### src/rtl/parking_gate_ctrl.sv
// Car park entry/exit gate controller: serial access code check, occupancy
// tracking, entry timeout, retry lockout and blinking gate lamps.
module parking_gate_ctrl #(
    parameter int unsigned CAPACITY      = 16,
    parameter int unsigned CNT_W         = 5,
    parameter int unsigned DIGIT_W       = 4,
    parameter int unsigned NUM_DIGITS    = 4,
    parameter logic [NUM_DIGITS*DIGIT_W-1:0] PASS_CODE = 16'h2654,
    parameter int unsigned ENTRY_TIMEOUT = 64,
    parameter int unsigned MAX_TRIES     = 3,
    parameter int unsigned LOCK_CYCLES   = 128,
    parameter int unsigned BLINK_DIV     = 8
) (
    input  logic               clk,
    input  logic               reset_n,
    input  logic               sensor_entrance,
    input  logic               sensor_exit,
    input  logic               digit_valid,
    input  logic [DIGIT_W-1:0] digit_in,
    output logic               GREEN_LED,
    output logic               RED_LED,
    output logic               gate_open,
    output logic               full,
    output logic [CNT_W-1:0]   occupancy,
    output logic [2:0]         state_out,
    output logic               alarm
);

    localparam int unsigned CODE_W = NUM_DIGITS * DIGIT_W;
    localparam int unsigned IDX_W  = $clog2(NUM_DIGITS) + 1;
    localparam int unsigned TRY_W  = $clog2(MAX_TRIES) + 1;
    localparam int unsigned TMR_MAX = (ENTRY_TIMEOUT > LOCK_CYCLES) ? ENTRY_TIMEOUT : LOCK_CYCLES;
    localparam int unsigned TMR_W  = $clog2(TMR_MAX) + 1;
    localparam int unsigned BLK_W  = $clog2(BLINK_DIV) + 1;

    localparam logic [IDX_W-1:0] IDX_LAST   = IDX_W'(NUM_DIGITS - 1);
    localparam logic [TRY_W-1:0] TRIES_LAST = TRY_W'(MAX_TRIES - 1);
    localparam logic [TMR_W-1:0] TO_LAST    = TMR_W'(ENTRY_TIMEOUT - 1);
    localparam logic [TMR_W-1:0] LOCK_LAST  = TMR_W'(LOCK_CYCLES - 1);
    localparam logic [BLK_W-1:0] BLK_LAST   = BLK_W'(BLINK_DIV - 1);
    localparam logic [CNT_W-1:0] CAP        = CNT_W'(CAPACITY);

    typedef enum logic [2:0] {
        ST_IDLE    = 3'd0,
        ST_ENTRY   = 3'd1,
        ST_CHECK   = 3'd2,
        ST_GRANTED = 3'd3,
        ST_DENIED  = 3'd4,
        ST_LOCKOUT = 3'd5
    } state_e;

    state_e              state_q, state_d;
    logic                ent_q, ent_prev_q, ext_q, ext_prev_q;
    logic [CODE_W-1:0]   code_q, code_d;
    logic [IDX_W-1:0]    idx_q, idx_d;
    logic [TRY_W-1:0]    tries_q, tries_d;
    logic [TMR_W-1:0]    timer_q, timer_d;
    logic [CNT_W-1:0]    occ_q, occ_d;
    logic [BLK_W-1:0]    blk_cnt_q, blk_cnt_d;
    logic                blink_q, blink_d;
    logic                green_q, green_d, red_q, red_d, gate_q, gate_d, alarm_q, alarm_d;
    logic                ent_edge_c, ext_edge_c, full_c, occ_inc_c, occ_dec_c;

    assign ent_edge_c = ent_q & ~ent_prev_q;
    assign ext_edge_c = ext_q & ~ext_prev_q;
    assign full_c     = (occ_q == CAP);

    // Next-state, datapath and lamp logic; lamps are computed from next-state
    // values so the registered outputs line up with state_q.
    always_comb begin
        state_d   = state_q;
        code_d    = code_q;
        idx_d     = idx_q;
        tries_d   = tries_q;
        timer_d   = timer_q;
        occ_inc_c = 1'b0;
        occ_dec_c = 1'b0;

        case (state_q)
            ST_IDLE: begin
                occ_dec_c = ext_edge_c;
                if (ent_edge_c && !full_c) begin
                    state_d = ST_ENTRY;
                    idx_d   = '0;
                    timer_d = '0;
                end
            end
            ST_ENTRY: begin
                occ_dec_c = ext_edge_c;
                timer_d   = timer_q + TMR_W'(1);
                if (digit_valid) begin
                    for (int i = 0; i < int'(NUM_DIGITS); i++) begin
                        if (idx_q == IDX_W'(i)) code_d[i*DIGIT_W +: DIGIT_W] = digit_in;
                    end
                    idx_d = idx_q + IDX_W'(1);
                end
                if (digit_valid && idx_q == IDX_LAST) state_d = ST_CHECK;
                else if (timer_q == TO_LAST)        state_d = ST_IDLE;
            end
            ST_CHECK: begin
                if (code_q == PASS_CODE) begin
                    state_d = ST_GRANTED;
                    tries_d = '0;
                end else begin
                    tries_d = tries_q + TRY_W'(1);
                    if (tries_q == TRIES_LAST) begin
                        state_d = ST_LOCKOUT;
                        timer_d = '0;
                    end else begin
                        state_d = ST_DENIED;
                    end
                end
            end
            ST_GRANTED: begin
                // Simultaneous edges mean a second car followed the first in.
                if (ext_edge_c && ent_edge_c) begin
                    state_d = ST_DENIED;
                end else if (ext_edge_c) begin
                    state_d   = ST_IDLE;
                    occ_inc_c = 1'b1;
                end
            end
            ST_DENIED: begin
                occ_dec_c = ext_edge_c;
                if (ext_edge_c) begin
                    state_d = ST_IDLE;
                end else if (ent_edge_c) begin
                    state_d = ST_ENTRY;
                    idx_d   = '0;
                    timer_d = '0;
                end
            end
            ST_LOCKOUT: begin
                occ_dec_c = ext_edge_c;
                timer_d   = timer_q + TMR_W'(1);
                if (timer_q == LOCK_LAST) begin
                    state_d = ST_IDLE;
                    tries_d = '0;
                end
            end
            default: state_d = ST_IDLE;
        endcase

        occ_d = occ_q;
        if (occ_inc_c && occ_q != CAP)       occ_d = occ_q + CNT_W'(1);
        else if (occ_dec_c && occ_q != '0)   occ_d = occ_q - CNT_W'(1);

        blk_cnt_d = blk_cnt_q + BLK_W'(1);
        blink_d   = blink_q;
        if (state_d != state_q) begin
            blk_cnt_d = '0;
            blink_d   = 1'b1;
        end else if (blk_cnt_q == BLK_LAST) begin
            blk_cnt_d = '0;
            blink_d   = ~blink_q;
        end

        green_d = (state_d == ST_GRANTED) && blink_d;
        gate_d  = (state_d == ST_GRANTED);
        alarm_d = (state_d == ST_LOCKOUT);
        red_d   = (state_d == ST_ENTRY)
               || (((state_d == ST_DENIED) || (state_d == ST_LOCKOUT)) && blink_d)
               || ((state_d == ST_IDLE) && full_c && ent_q);
    end

    always_ff @(posedge clk or negedge reset_n) begin
        if (!reset_n) begin
            state_q    <= ST_IDLE;
            ent_q      <= 1'b0;
            ent_prev_q <= 1'b0;
            ext_q      <= 1'b0;
            ext_prev_q <= 1'b0;
            code_q     <= '0;
            idx_q      <= '0;
            tries_q    <= '0;
            timer_q    <= '0;
            occ_q      <= '0;
            blk_cnt_q  <= '0;
            blink_q    <= 1'b0;
            green_q    <= 1'b0;
            red_q      <= 1'b0;
            gate_q     <= 1'b0;
            alarm_q    <= 1'b0;
        end else begin
            state_q    <= state_d;
            ent_q      <= sensor_entrance;
            ent_prev_q <= ent_q;
            ext_q      <= sensor_exit;
            ext_prev_q <= ext_q;
            code_q     <= code_d;
            idx_q      <= idx_d;
            tries_q    <= tries_d;
            timer_q    <= timer_d;
            occ_q      <= occ_d;
            blk_cnt_q  <= blk_cnt_d;
            blink_q    <= blink_d;
            green_q    <= green_d;
            red_q      <= red_d;
            gate_q     <= gate_d;
            alarm_q    <= alarm_d;
        end
    end

    assign GREEN_LED = green_q;
    assign RED_LED   = red_q;
    assign gate_open = gate_q;
    assign alarm     = alarm_q;
    assign occupancy = occ_q;
    assign full      = full_c;
    assign state_out = state_q;

endmodule

### config.mk
export PLATFORM = sky130hd
export DESIGN_NAME = parking_gate_ctrl
export DESIGN_NICKNAME = d
export VERILOG_FILES = /design/src/rtl/parking_gate_ctrl.sv
export SDC_FILE = /design/constraint.sdc
export NUM_CORES = 1
export LEC_CHECK = 0
export BUFFER_PORTS_ARGS = -buffer_cell sky130_fd_sc_hd__buf_2
export CORE_MARGIN = 5
export CORE_UTILIZATION = 55
export CTS_CLUSTER_SIZE = 24
export DETAILED_ROUTE_END_ITERATION = 16
export GPL_TIMING_DRIVEN = 0
export HOLD_SLACK_MARGIN = 0.15
export PLACE_DENSITY = 0.83
export SYNTH_ARGS = -nofsm -noshare
export SYNTH_HDL_FRONTEND = slang
export SYNTH_SLANG_ARGS = --single-unit
### constraint.sdc
create_clock -name clk -period 3.4 [get_ports clk]
set_input_delay 0 -clock clk [delete_from_list [all_inputs] [get_ports clk]]
set_output_delay 0 -clock clk [all_outputs]
set_load 0.01 [all_outputs]
# Yosys cells after proc, flatten, opt, wreduce, memory -nomap -nowiden
# Index checks and enable logic that the tools add are counted.
# word_totals
regBits,51
out_inout_bits,13
# op_classes
addsub,6
n_eq_ne,27
n_mux,35
bitwise,5
n_reduce_logical,30
# ops
cell,n
$mux 3,15
$mux 8,5
$pmux 8 s4,1
$eq 3x2->1 const B,6
$pmux 3 s6,1
$eq 16x14->1 const B,1
$ne 2x2->1 const B,7
$eq 3x3->1 const B,4
$reduce_and 3->1,4
$mux 5,2
$eq 3x1->1 const B,3
$logic_and 1x1->1,9
$logic_not 3->1,3
$pmux 3 s3,1
$add 8x1->8 const B,1
$eq 8x6->1 const B,1
$eq 8x7->1 const B,1
$mux 4,2
$mux 1,7
$add 3x1->3 const B,2
$pmux 3 s2,1
$reduce_and 6->1,1
$add 5x1->5 const B,1
$eq 5x5->1 const B,1
other kinds (17),23

# Longest topological paths before layout
# depth
word_depth,10
mapped_depth,9
depth_no_buf,8

# Worst setup path before layout
# OpenSTA, ideal clock, no wires.
# synth_path
kind,register -> register
start,"register occ_q[1], in the netlist occupancy[1]"
end,"register occ_q[4], in the netlist occupancy[4]"
arrival_time_ps,2510
setup_slack_ps,763
path_stages_with_launch,9
path_buffers,0
cell_sequence,dfrtp_1 or4_4 o2111ai_1 ha_1 a21o_1 a21oi_1 xnor2_1 nand2_1 xnor2_1
# synth_between
elab_chain_cells,3
word_cells_on_any_way,9
# synth_lines
element,line,source
from (decl),58,"logic [CNT_W-1:0] occ_q, occ_d;"
from (signal assigned),177,occ_q <= '0;
from (signal assigned),194,occ_q <= occ_d;
$sub 5x1->5 (tied with other cells),146,else if (occ_dec_c && occ_q != '0) occ_d = occ_q - CNT_W'(1);
$mux 5 (tied with other cells),146,
$mux 5 / $reduce_bool 2->1 (equally long branches),-,
# Several ways; a longest one is shown, not always the timed one. The select of a mux whose other input is x is not followed.
# A chain may end at the register's enable or synchronous reset.

# Worst setup path in the final report
# Same ends and word-level chain as after synthesis.

==> run metrics <==
Filler Cells Inserted=roughly 380; Syn Nets=between 200 and 300; CP Class=register to register; clock sink count=slightly above 50; die height=78.5 um; final worst path period share=between 80% and 90%; Max clock buf depth=2; postcts setup bufs=0; PD cells=777 nW/um^2; routed wire length=4910 um; async set-reset flop share out of synthesis=between 90% and 100%; sequential area share after synthesis=49.5%; worst vdd ir=between 0.3 and 0.4 mV; mux contribution to synthesized area=7.76%; Final TNS setup=0 ps; vias per cell=5.71; Clock Latency Late Sink=just over 300 ps; site row count=25; skew final=12.6 ps; slew margin rel.=~28%; Syn. warnings=0; post-synthesis compound-gate area fraction=about an eighth; CTS tree=built; min Tclk post-route=about 2800 ps; Mapped Cells=around 240; Initial Util=between 50 and 60%; layout cells sized above 1=a little under a fifth; First DRT Iteration DRCs=83; root buffer cell=clkbuf_8; Post-Synth XOR/XNOR Area=approximately 3%; Synth Flop Type=dfrtp_1; maxcap violations=0; R2R Path End=occupancy[4]; Clk pin slew, worst setup/hold paths=90 ps; Lkg Pwr=about 0.0013 uW; Worst Max-Slew Pin Slew=around 1100 ps; cell count of the worst reg-to-reg path=8; met1 wire length=about 2200 um; endpoints failing setup=0; f_max=around 350 MHz; Yosys top cell area share=a little under 50%; drt wl/cell=around 15 um; Syn Std Cell Area=between 2000 and 3000 sq um; total core area=between 4000 and 5000 sq um; status=finished clean; Yosys reg bits=51; Hold Crit Depth=3; R2R setup slack=560 ps; Fin. Hold Viols=0; Syn Area/Cell=10.6 sq um; DRC=0; Worst setup SP type=register; adder-cell share of the synthesized area=6.60%; Crit path arrival time=~3000 ps; combinational family with the most area after synthesis=simple AND/OR/NAND/NOR gates; DP HPWL=roughly 3500 um; GPL Wtd Cong=approximately 0.89; post-synthesis simple-gate area fraction=a little under a fifth; Min-Delay Endpoint=state_out[1]; area grow syn2layout=14.7%; via count=a little under 2000; gr usage total=17.5%; WL met3=114 um; post-synth top area cell=dfrtp_1; Distinct cells, synth=45; Routed Antenna Nets=0; EDFF count, synth=0; worst hold-check path type=primary input to register; total CTS buffers=5; placed cells=between 300 and 400; RSZ-0062 raised after global routing=no; Worst Path Max Fanout=6; Max Transition Viols Final=0; top cells by area, synth=dfrtp_1 (49%), mux2_2 (7.0%), ha_1 (5.8%); initial antenna violation count=0; area occupied by multi-input gates=1240 sq um; htree depth=2; Ant. Diodes=0; global-route wire length before repair=about 8600 um; CP Data Required Time=around 3600 ps; largest net degree at the start of global routing=between 50 and 60; storage element area=1280 sq um; fin worst setup slack=559 ps; fin cells=~340; Worst Hold Launch=digit_valid; GRT Residual Overflow=0; Crit. End Element=register; die area=6160 sq um; worst r2r src=occupancy[1]; dpl ws=597 ps; nets@finish=between 300 and 400; port bufs=21; vias in the first global route=roughly 1900; Met2 Routed Length=around 2500 um; # IOs=22; Die Width=approximately 80 um; Top Metal Used=met4; DRT Pass-1 Iters=4
==> critical path, cell delays in order, from the launching register on <==
cell       delay, ps
dfrtp_1          450
or4_4            600
o2111ai_1        550
ha_1             380
a21o_1           190
a21oi_1          180
xnor2_1          140
nand2_1           80
xnor2_1          160
==> state kept, by name (all words and copies together) (netlist names), 3 cells and up <==
signal	count
occupancy	5
blk_cnt_q	4
tries_q	3
idx_q	3
code_q	16
timer_q	8
state_out	3
==> what timing repair did <==
item,in CTS,in global routing
hold buffers,11,0
endpoints found under the hold margin,69,0
resized for setup,0,0
==> power breakdown <==
group | total, uW | switching (uW) | internal, uW
Sequential | 991 | 166 | 825
Clock | 363 | 211 | 152
Combinational | 945 | 503 | 442
Total | 2300 | 880 | 1420
==> final cells by class <==
cell class | count | area share, %
flip-flops and latches | 51 | 43.2
multi-input cells | 177 | 41.9
repair buffers | 32 | 7.28
clock buffers | 5 | 2.33
well taps | 54 | 2.29
inverters | 10 | 1.27
clock inverters | 3 | 0.889
plain buffers | 5 | 0.889
==> worst max-delay path by stage <==
| stage | end | startpoint | cells past startpoint | slack [ps] |
|---|---|---|---|---|
| CTS | occupancy[4] | occupancy[1] | 8 | 550 |
| floorplan | occupancy[4] | occupancy[1] | 8 | 760 |
| global placement | occupancy[4] | occupancy[1] | 8 | 620 |
| finish | occupancy[4] | occupancy[1] | 8 | 560 |
| global route | occupancy[4] | occupancy[1] | 8 | 390 |
| detailed placement | occupancy[4] | occupancy[1] | 8 | 600 |
==> logic make-up after synthesis <==
logic type / count (synthesis)
buf+inv: 15
mux: 18
xor+xnor: 9
simple gates: 91
compound gates: 46
fa+ha+maj: 13
flops: 51
==> cell usage after synthesis (2+ instances only) <==
| cell type | number |
|---|---|
| clkbuf_1 | 4 |
| mux2_2 | 16 |
| nor4_1 | 2 |
| nor2_1 | 12 |
| a22o_1 | 2 |
| nor3_1 | 4 |
| nand2b_1 | 3 |
| a211oi_1 | 3 |
| xnor2_1 | 6 |
| or4_4 | 2 |
| xor2_1 | 3 |
| o211ai_1 | 2 |
| nand3_1 | 8 |
| o21a_1 | 2 |
| a211o_1 | 2 |
| and3_1 | 3 |
| nand3b_1 | 2 |
| nor4bb_1 | 2 |
| nor4b_1 | 3 |
| nand4_1 | 6 |
| a31oi_1 | 6 |
| nor3b_1 | 2 |
| o31ai_1 | 2 |
| a21oi_1 | 11 |
| mux2i_1 | 2 |
| nand2_1 | 33 |
| nor2b_1 | 3 |
| ha_1 | 12 |
| dfrtp_1 | 51 |
| a21o_1 | 3 |
| o21ai_0 | 7 |
| inv_1 | 10 |
| and2_1 | 2 |
==> stage by stage <==
stage,hold slack [ps],cell area (sq um),util (%),total power (uW)
final,194,2960,63.9,2300
after global routing,214,2960,63.9,2490
after CTS,177,2960,63.9,2320
after detailed placement,111,2750,59.4,1940
after global placement,110,2750,59.4,1890
after floorplan,-296,2580,-,1680
==> per-layer routing <==
| metal | vias up | track usage [%] |
|---|---|---|
| met5 | - | 0 |
| met3 | 9 | 3.33 |
| met2 | 18 | 29.8 |
| li1 | 955 | - |
| met4 | 0 | 6.82 |
| met1 | 943 | 22.0 |
==> cell usage in the layout (no fill, tap or decap), types with 3 or more instances in the layout <==
master	count
buf_2	21
a31oi_1	6
a21o_1	3
nor2b_1	3
dlygate4sd3_1	11
nor2_1	12
mux2_2	16
nor3_1	4
xor2_1	3
nand2_1	33
a21oi_1	11
inv_1	10
clkbuf_1	4
and3_1	3
ha_1	12
nand2b_1	3
dfrtp_1	51
xnor2_1	6
nand4_1	6
nor4b_1	3
a211oi_1	3
clkbuf_8	5
nand3_1	8
o21ai_0	7
(Power assumes the default switching activity.)
